**config.mk**
```make
export PLATFORM = sky130hd
export DESIGN_NAME = rioctrl_io_target
export DESIGN_NICKNAME = d
export VERILOG_FILES = /design/src/rtl/rioctrl_io_pkg.sv /design/src/rtl/rioctrl_io_sync.sv /design/src/rtl/rioctrl_io_target.sv
export SDC_FILE = /design/constraint.sdc
export NUM_CORES = 1
export LEC_CHECK = 0
export ABC_AREA = 1
export CAP_MARGIN = 20
export CORE_MARGIN = 2
export CORE_UTILIZATION = 40
export DETAILED_ROUTE_END_ITERATION = 8
export GPL_ROUTABILITY_DRIVEN = 0
export SYNTH_ARGS = -nofsm -noshare
export SYNTH_HDL_FRONTEND = slang
export SYNTH_SLANG_ARGS = --single-unit
```
**constraint.sdc**
```tcl
create_clock -name clk -period 2 [get_ports clk]
set_input_delay 0.6 -clock clk [delete_from_list [all_inputs] [get_ports clk]]
set_output_delay 0.6 -clock clk [all_outputs]
set_load 0.02 [all_outputs]
```
**src/rtl/rioctrl_io_pkg.sv**
```systemverilog
// Shared types and defaults for the serial I/O chain target.
// State encoding and counter sizing live here so the top and tests agree.
package rioctrl_io_pkg;

  typedef enum logic [1:0] {
    ARM     = 2'd0,
    SHIFT   = 2'd1,
    LATCH   = 2'd2,
    WAIT_HI = 2'd3
  } state_t;

  localparam int DEF_WIDTH       = 8;
  localparam int DEF_SYNC_STAGES = 2;
  localparam int DEF_CNT_W       = $clog2(DEF_WIDTH + 2);

  // Counter must hold 0..WIDTH+1 (saturation marks an over-long frame).
  function automatic int cnt_width(input int w);
    return $clog2(w + 2);
  endfunction

endpackage

```
**src/rtl/rioctrl_io_sync.sv**
```systemverilog
// Multi-flop synchronizer with a trailing edge-detect register.
// All three serial inputs use this so their timing stays aligned.
module rioctrl_io_sync #(
  parameter int   STAGES  = 2,
  parameter logic RST_VAL = 1'b0
) (
  input  logic clk,
  input  logic rst,
  input  logic d,
  output logic q,
  output logic rise,
  output logic fall
);

  logic [STAGES-1:0] chain;
  logic              prev;

  always_ff @(posedge clk) begin
    if (rst) begin
      chain <= {STAGES{RST_VAL}};
      prev  <= RST_VAL;
    end else begin
      chain <= {chain[STAGES-2:0], d};
      prev  <= chain[STAGES-1];
    end
  end

  assign q    = chain[STAGES-1];
  assign rise = q & ~prev;
  assign fall = ~q & prev;

endmodule

```
**src/rtl/rioctrl_io_target.sv**
```systemverilog
// Serial chain target: shifts a word in MSB first, shifts a
// snapshot of par_in out LSB first, latches on the load strobe.
module rioctrl_io_target
  import rioctrl_io_pkg::*;
#(
  parameter int WIDTH       = DEF_WIDTH,
  parameter int SYNC_STAGES = DEF_SYNC_STAGES
) (
  input  logic             clk,
  input  logic             rst,
  input  logic             sclk,
  input  logic             load,
  input  logic             din,
  output logic             dout,
  output logic [WIDTH-1:0] par_out,
  input  logic [WIDTH-1:0] par_in,
  output logic             frame_done,
  output logic             frame_err
);

  localparam int CW = cnt_width(WIDTH);
  localparam logic [CW-1:0] CNT_FULL = CW'(WIDTH);
  localparam logic [CW-1:0] CNT_SAT  = CW'(WIDTH + 1);

  logic sclk_q, sclk_r, sclk_f;
  logic load_q, load_r, load_f;
  logic din_q, din_r, din_f;

  rioctrl_io_sync #(.STAGES(SYNC_STAGES), .RST_VAL(1'b0)) u_sclk (
    .clk(clk), .rst(rst), .d(sclk),
    .q(sclk_q), .rise(sclk_r), .fall(sclk_f)
  );

  // load idles high, so its chain resets high to avoid a false edge.
  rioctrl_io_sync #(.STAGES(SYNC_STAGES), .RST_VAL(1'b1)) u_load (
    .clk(clk), .rst(rst), .d(load),
    .q(load_q), .rise(load_r), .fall(load_f)
  );

  rioctrl_io_sync #(.STAGES(SYNC_STAGES), .RST_VAL(1'b0)) u_din (
    .clk(clk), .rst(rst), .d(din),
    .q(din_q), .rise(din_r), .fall(din_f)
  );

  logic unused_ok;
  assign unused_ok = ^{sclk_q, load_q, din_r, din_f};

  state_t           state;
  logic [CW-1:0]    cnt;
  logic [WIDTH-1:0] sr;
  logic [WIDTH-1:0] snap;
  logic [WIDTH-1:0] sr_nxt;
  logic [WIDTH-1:0] snap_sh;

  always_comb begin
    sr_nxt    = sr << 1;
    sr_nxt[0] = din_q;
    snap_sh   = snap >> cnt;
  end

  always_ff @(posedge clk) begin
    if (rst) begin
      state      <= ARM;
      par_out    <= '0;
      dout       <= 1'b0;
      frame_done <= 1'b0;
      frame_err  <= 1'b0;
      cnt        <= '0;
      sr         <= '0;
      snap       <= '0;
    end else begin
      frame_done <= 1'b0;
      frame_err  <= 1'b0;
      unique case (state)
        ARM: begin
          snap  <= par_in;
          dout  <= par_in[0];
          cnt   <= '0;
          state <= SHIFT;
        end
        SHIFT: begin
          if (load_f) begin
            state <= LATCH;
          end else if (load_r) begin
            state <= ARM;
          end else begin
            if (sclk_r) begin
              sr <= sr_nxt;
              if (cnt != CNT_SAT)
                cnt <= cnt + 1'b1;
            end
            if (sclk_f)
              dout <= (cnt < CNT_FULL) ? snap_sh[0] : 1'b0;
          end
        end
        LATCH: begin
          if (cnt == CNT_FULL) begin
            par_out    <= sr;
            frame_done <= 1'b1;
          end else begin
            frame_err  <= 1'b1;
          end
          state <= WAIT_HI;
        end
        WAIT_HI: begin
          if (load_r)
            state <= ARM;
        end
        default: state <= ARM;
      endcase
    end
  end

endmodule
```
==> impl_metrics.ini, run 1 <==
[status]
outcome = finished, final reports clean

[floorplan]
ioPinCount = 24
die_w_um = 67.9
core_area_mm2 = 0.00397
rows = 23
die_y_um = 67.9
start_util_pct = 41.1
dieArea_mm2 = 0.00461

[pwr]
pwr-share-seq_pct = 54.6
p_sw_w = 0.000414
p_leak_nw = 0.878
p_int_w = 0.00118
p_comb_share_pct = 12.5
powerDensity_mw_per_mm2 = 777
design_power_total_w = 0.00160
p_clk_share_pct = 33.0
worst_ir_drop_vdd_uv = 378
swShare_pct = 26.0

[timing]
finalCriticalPeriod_ns = 1.85
setup_tns_ns = 0
rsz0062_at_grt = false
period_share_pct = 92.7
finalHoldViolations = 0
slew_headroom_pct = 79.8
whs_ns = 0.404
tightest_slew_ns = 0.301
slew_violations = 0
fin_worst_skew_ns = 0.00624
setup_viol = 0
fmax_mhz = 540

[logic_synthesis]
synth.avg_cell_area_um2 = 7.49
syn_inst = 218
synthFlopType = dfxtp_1
synth_area_mm2 = 0.00163
yosysMostFrequentCell = nor2_1
yosysSeqAreaShare_pct = 50.3
synth_common_cells = 65 x nor2_1, 41 x dfxtp_1, 31 x nand2_1
syn_nets = 236
synth.area.top_cells = dfxtp_1 50%, nor2_1 15%, o21ai_0 7.7%
yosysWarnings = 0
synth_top_cell_by_area = dfxtp_1
synth_edf_count = 0
synth.distinct_cells = 19
yosysTopAreaCellShare_pct = 50.3
synthArstFlopShare_pct = 0
synth_seq_cells = 41

[drt]
via_per_inst = 4.57
ant_nets = 0
first_pass_iters = 4
routed_wirelength_um = 3070
route.detailed.drc = 0
dr.first_iter.drc_count = 77
avgRoutedWirePerCell_um = 10.2
vias = 1375

[placed_design]
dp.cells = 293
numPortBuffers = 23
dp_hpwl_um = 2160
dpl_cell_area_mm2 = 0.00197

[final_layout]
drive_gt1_share_pct = 10.4
synthToLayoutAreaGrowth_pct = 25.8
fin_nets = 268
fin_cells = 301
design_area_mm2 = 0.00205
n_antenna_cell = 0
nFillCells = 413

[worst_setup_path]
slowest_delay_ns = 0.61
cp_data_required_time_ns = 1.40
crit_cells = 1
cp_top_family = buffers and inverters
startpoint_type = register
crit_path_end_kind = output pin
critPathKind = reg2out
critical_path.cell_chain = clkdlybuf4s50_1
crit_fanout = 2
crit_path_top_delay_cell = clkdlybuf4s50_1
critPathArrivalTime_ns = 1.25
reg2reg_depth = 8
cp_num_buf_inv = 1

[clock_network]
cts_htree_levels = 2
post_cts_resized = 0
worst_skew_pair.late_latency_ns = 0.29
cts_setup_buffers = 0
cts_tree = built
cts_root_buffer = clkbuf_8
clockBufferDepth = 2
cts_buffers = 5
clk_pin_slew_ns = 0.08
cts.hold.buffers_added = 0
cts.sink_count = 41

[grt]
grtUsageMet2_pct = 23.2
grt_start_max_net_pins = 32
grt_pass1_vias = 1176
use_met3_pct = 5.43
overflow = 0
grt_pass1_wl_um = 5170
use_met1_pct = 18.9
grt_antenna_before_repair = 0
busiest_layer = met2
groute.usage.overall_pct = 15.2

[job]
maxCapViolCount = 0

[worst_hold_path]
hold_path.class = reg2reg
hold_depth = 2
-- routing by layer --
metal,vias up,wire length [µm]
met5,-,0
met4,0,65
met3,7,128
met2,25,1340
met1,595,1540
li1,748,-
-- logic make-up after synthesis --
| kind of cell | synth area share, % |
|---|---|
| flip-flops | 50.3 |
| XOR/XNOR | 0.536 |
| adder cells (fa/ha/maj) | 3.83 |
| buffers and inverters | 5.29 |
| AND/OR/NAND/NOR | 29.6 |
| AO/OA/AOI/OAI | 10.5 |
-- power by group through the flow --
stage | Sequential, W | Clock, W | Combinational [W]
after floorplan | 0.000894 | 0 | 0.000117
after global placement | 0.000890 | 0 | 0.000199
after detailed placement | 0.000890 | 0 | 0.000200
after CTS | 0.000871 | 0.000547 | 0.000202
after global routing | 0.000875 | 0.000586 | 0.000228
final | 0.000871 | 0.000526 | 0.000199
-- placed cells by master, fill, tap and decap left out, drive strengths merged --
cell type,netlist,routed
clkinvlp,0,1
xnor2,1,1
inv,19,19
nand3,13,13
nand4,1,1
or2,2,2
nor2,67,67
clkbuf,4,5
clkdlybuf4s50,0,23
o21ai,26,26
a21oi,6,6
clkinv,0,2
ha,5,5
nand2,32,32
o21bai,1,1
dfxtp,41,41
buf,0,6
-- registers in the layout, indices dropped and copies added (netlist names), 2 cells and up --
signal	cells
par_out	8
u_din.chain	2
cnt	4
u_sclk.chain	2
sr	8
state	2
u_load.chain	2
snap	8
-- per-stage QoR --
step	worst slack [ns]	utilization (%)
floorplan	0.622	-
finish	0.147	51.7
global route	0.101	51.7
CTS	0.132	51.7
detailed placement	0.400	49.6
global placement	0.407	49.6
-- worst paths after layout --
path,start,endpoint,slack [ns]
min,u_sclk.chain[0],u_sclk.chain[1],0.40
min reg2reg,u_sclk.chain[0],u_sclk.chain[1],0.40
max,dout,dout,0.15
max reg2reg,cnt[1],par_out[2],0.54
-- area by class of cell --
| cell class | instances | area, µm² | area share, % |
|---|---|---|---|
| Sequential cell | 41 | 821 | 40.0 |
| Multi-Input combinational cell | 154 | 726 | 35.3 |
| Timing Repair Buffer | 29 | 288 | 14.0 |
| Inverter | 19 | 71.3 | 3.47 |
| Clock buffer | 5 | 68.8 | 3.35 |
| Tap cell | 50 | 62.6 | 3.05 |
| Clock inverter | 3 | 17.5 | 0.853 |
Note: power is estimated with default switching activity, not from simulation.
==> inputs of run 2 (changes only) <==
--- a/config.mk
+++ b/config.mk
@@ -7,6 +7,7 @@
 export LEC_CHECK = 0
 export ABC_AREA = 1
 export CAP_MARGIN = 20
+export CORE_ASPECT_RATIO = 0.9
 export CORE_MARGIN = 2
 export CORE_UTILIZATION = 40
 export DETAILED_ROUTE_END_ITERATION = 8
==> impl_metrics.ini, run 2 (synthesis results as in run 1) <==
[final_layout]
design_area_mm2 = 0.00207
fin_cells = 298
drive_gt1_share_pct = 10.0
n_antenna_cell = 0
synthToLayoutAreaGrowth_pct = 27.0
most-common-layout-cells = 65 x nor2_1, 41 x dfxtp_1, 31 x nand2_1, 25 x o21ai_0, 23 x clkdlybuf4s50_1
fin_nets = 267
nFillCells = 396
reg.largest.list = par_out (8), snap (8), sr (8)
layout_commonest_cell = nor2_1

[placed_design]
dpl_cell_area_mm2 = 0.00196
dp_hpwl_um = 2100
dp.cells = 290
post-place-ws_ns = 0.355
numPortBuffers = 23

[clock_network]
cts_tree = built
cts.sink_count = 41
post_cts_resized = 0
clockBufferDepth = 2
cts_setup_buffers = 0
cts.hold.buffers_added = 0
cts_root_buffer = clkbuf_8
cts_buffers = 5
worst_skew_pair.late_latency_ns = 0.30
clk_pin_slew_ns = 0.08
cts_htree_levels = 2

[timing]
finalHoldViolations = 0
fin_worst_skew_ns = 0.00542
tightest_slew_ns = 0.290
rsz0062_at_grt = false
slew_violations = 0
fmax_mhz = 541
final.setup.worst_slack_ns = 0.152
slew_headroom_pct = 80.6
setup_tns_ns = 0
period_share_pct = 92.4
setup_viol = 0
finalCriticalPeriod_ns = 1.85

[grt]
overflow = 0
groute.usage.overall_pct = 15.5
grt_antenna_before_repair = 0
grt_pass1_wl_um = 5560
grt_start_max_net_pins = 30
grt_pass1_vias = 1242

[drt]
ant_nets = 0
avgRoutedWirePerCell_um = 10.4
dr.first_iter.drc_count = 93
route.detailed.drc = 0
first_pass_iters = 4
via_per_inst = 4.56
vias = 1359
routed_wirelength_um = 3090

[worst_setup_path]
critPathKind = reg2out
critPathArrivalTime_ns = 1.25
cp_data_required_time_ns = 1.40
startpoint_type = register
reg2reg_depth = 8
cp_num_buf_inv = 1
crit_path_end_kind = output pin
cp_top_family = buffers and inverters
slowest_delay_ns = 0.60
r2r_slack_ns = 0.49
crit_path_top_delay_cell = clkdlybuf4s50_1
r2r-start = cnt[0]
r2r-end = par_out[1]
crit_start = par_out[3]
critical_path.cell_chain = clkdlybuf4s50_1
crit_fanout = 2

[worst_hold_path]
hold_depth = 2
hold_path.class = reg2reg
holdCritStartpoint = u_sclk.chain[0]
hold_end = u_sclk.chain[1]

[status]
outcome = finished, final reports clean

[floorplan]
start_util_pct = 40.9
dieArea_mm2 = 0.00461
rows = 22
core_area_mm2 = 0.00399
ioPinCount = 24
die_y_um = 64.6
die_w_um = 71.3

[pwr]
powerDensity_mw_per_mm2 = 839
design_power_total_w = 0.00174
worst_ir_drop_vdd_uv = 500
p_leak_nw = 0.884

[job]
maxCapViolCount = 0
-- run 2: cell count changes in the layout (fill, tap and decap cells not counted), sizes merged --
cell    before  now
buf          6    5
bufinv       0    1
clkinv       2    1
-- run 2: worst min-delay path, stage by stage, from the launching register on --
cell     delay (ns)
dfxtp_1        0.30
inv_1          0.04
nor2_1         0.03
-- run 2: power breakdown --
part | total [W] | internal (W) | switching, W
combinational | 0.000194 | 0.0000863 | 0.000107
sequential | 0.000871 | 0.000852 | 0.0000197
clock | 0.000675 | 0.000373 | 0.000302
-- run 2: layout make-up --
cell class	instances	area, µm²	area share (%)
Timing Repair Buffer	28	280	13.5
Clock inverter	3	46.3	2.23
Clock buffer	5	68.8	3.32
Sequential cell	41	821	39.6
Tap cell	48	60.1	2.90
Multi-Input combinational cell	154	726	35.0
Inverter	19	71.3	3.44
-- run 2: per-layer routing --
metal  global-route usage (%)  routed length [µm]
met1                     20.7                1580
met4                     6.37                  61
met5                        0                   0
met3                     5.13                 138
met2                     23.0                1310
-- run 2: metrics by stage --
stage	util (%)	hold WS [ns]
after detailed placement	49.1	0.395
final	51.9	0.403
after CTS	51.9	0.406
after global routing	51.9	0.415
after floorplan	-	0.388
after global placement	49.1	0.390
-- run 2: worst max-delay path by stage --
stage	end	depth (start not counted)
after detailed placement	frame_err	5
after CTS	dout	1
after global routing	par_out[6]	1
after floorplan	par_out[7]	8
final	par_out[3]	1
after global placement	u_load.chain[0]	3
==> inputs of run 3 (changes only) <==
--- a/config.mk
+++ b/config.mk
@@ -8,7 +8,7 @@
 export ABC_AREA = 1
 export CAP_MARGIN = 20
 export CORE_ASPECT_RATIO = 0.9
-export CORE_MARGIN = 2
+export CORE_MARGIN = 1.5
 export CORE_UTILIZATION = 40
 export DETAILED_ROUTE_END_ITERATION = 8
 export GPL_ROUTABILITY_DRIVEN = 0
==> constraint.sdc (replaced) <==
create_clock -name clk -period 2 [get_ports clk]
set_input_delay 0.6 -clock clk [delete_from_list [all_inputs] [get_ports clk]]
set_output_delay 0.6 -clock clk [all_outputs]
set_load 0.05 [all_outputs]
==> impl_metrics.ini, run 3 (synthesis results as in run 1) <==
[placed_design]
numPortBuffers = 23
post-place-ws_ns = 0.255
dp_hpwl_um = 2130

[timing]
setup_tns_ns = 0
whs_ns = 0.407
period_share_pct = 73.1
tightest_slew_ns = 0.293
final.setup.worst_slack_ns = 0.537
setup_viol = 0
finalHoldViolations = 0
finalCriticalPeriod_ns = 1.46
fin_worst_skew_ns = 0.00588
slew_headroom_pct = 80.4
rsz0062_at_grt = false
fmax_mhz = 684
slew_violations = 0

[clock_network]
cts_setup_buffers = 0
worst_skew_pair.late_latency_ns = 0.30
post_cts_resized = 0
clk_pin_slew_ns = 0.08
cts_buffers = 5
cts_tree = built
cts.sink_count = 41
cts_htree_levels = 2
cts_root_buffer = clkbuf_8
cts.hold.buffers_added = 0
clockBufferDepth = 2

[pwr]
worst_ir_drop_vdd_uv = 410
p_leak_nw = 0.911
design_power_total_w = 0.00175
powerDensity_mw_per_mm2 = 853

[final_layout]
layout_commonest_cell = nor2_1
most-common-layout-cells = 65 x nor2_1, 41 x dfxtp_1, 31 x nand2_1, 25 x o21ai_0, 16 x buf_4
drive_gt1_share_pct = 14.7
fin_nets = 268
synthToLayoutAreaGrowth_pct = 25.6
n_antenna_cell = 0
reg.largest.list = par_out (8), snap (8), sr (8)

[grt]
groute.usage.overall_pct = 16.3
grt_pass1_wl_um = 5820
overflow = 0
grt_antenna_before_repair = 0
grt_pass1_vias = 1276
grt_start_max_net_pins = 32

[worst_setup_path]
crit_start = dout
startpoint_type = register
cp_data_required_time_ns = 1.40
slowest_delay_ns = 0.36
endpoint = dout
crit_fanout = 2
crit_path_top_delay_cell = dfxtp_1
critical_path.cell_chain = buf_4
critPathArrivalTime_ns = 0.86
r2r_slack_ns = 0.54
r2r-end = par_out[2]
crit_cells = 1
reg2reg_depth = 8
crit_path_end_kind = output pin
critPathKind = reg2out
cp_top_family = flip-flops
cp_num_buf_inv = 1
r2r-start = cnt[1]

[drt]
routed_wirelength_um = 3050
via_per_inst = 4.53
ant_nets = 0
vias = 1346
avgRoutedWirePerCell_um = 10.3
first_pass_iters = 4
route.detailed.drc = 0
dr.first_iter.drc_count = 33

[floorplan]
dieArea_mm2 = 0.00447
start_util_pct = 42.9
core_area_mm2 = 0.00381
ioPinCount = 24
die_w_um = 70.3
rows = 21
die_y_um = 63.6

[status]
outcome = finished, final reports clean

[worst_hold_path]
hold_path.class = reg2reg

[job]
maxCapViolCount = 0
run 3: cell type report:
type | count | area [µm²]
clock buffer | 5 | 68.8
clock inverter | 3 | 46.3
fill | 388 | 1760
inverter | 19 | 71.3
multi-input combinational | 154 | 726
sequential | 41 | 821
tap | 46 | 57.6
timing repair buffer | 29 | 260
run 3: through the flow:
stage | cell area, µm² | utilization (%) | std cells
2_1_floorplan | 1630 | - | 218
3_3_place_gp | 1940 | 50.8 | 289
3_5_place_dp | 1940 | 50.8 | 289
4_1_cts | 2050 | 53.8 | 297
5_1_grt | 2050 | 53.8 | 297
6_report | 2050 | 53.8 | 297
run 3: metal layers:
layer | part of all wire, % | vias to the layer above | track usage [%]
li1 | - | 747 | -
met1 | 52 | 572 | 22.0
met2 | 43 | 20 | 24.3
met3 | 3.5 | 7 | 4.32
met4 | 1.8 | 0 | 7.21
met5 | 0 | - | 0
run 3: how the worst min path moves through the flow:
stage / startpoint / to / slack (ns) / depth (start not counted)
after floorplan: u_din.chain[0] / u_din.chain[1] / 0.39 / 2
after global placement: u_sclk.chain[0] / u_sclk.chain[1] / 0.39 / 2
after detailed placement: u_din.chain[0] / u_din.chain[1] / 0.40 / 2
after CTS: u_sclk.chain[0] / u_sclk.chain[1] / 0.41 / 2
after global routing: u_sclk.chain[0] / u_sclk.chain[1] / 0.44 / 2
final: u_sclk.chain[0] / u_sclk.chain[1] / 0.41 / 2
run 3: report_power, final:
group | switching, W | total [W] | internal [W]
combinational | 0.000114 | 0.000202 | 0.0000883
clock | 0.000302 | 0.000675 | 0.000374
sequential | 0.0000198 | 0.000871 | 0.000851
total | 0.000436 | 0.00175 | 0.00131
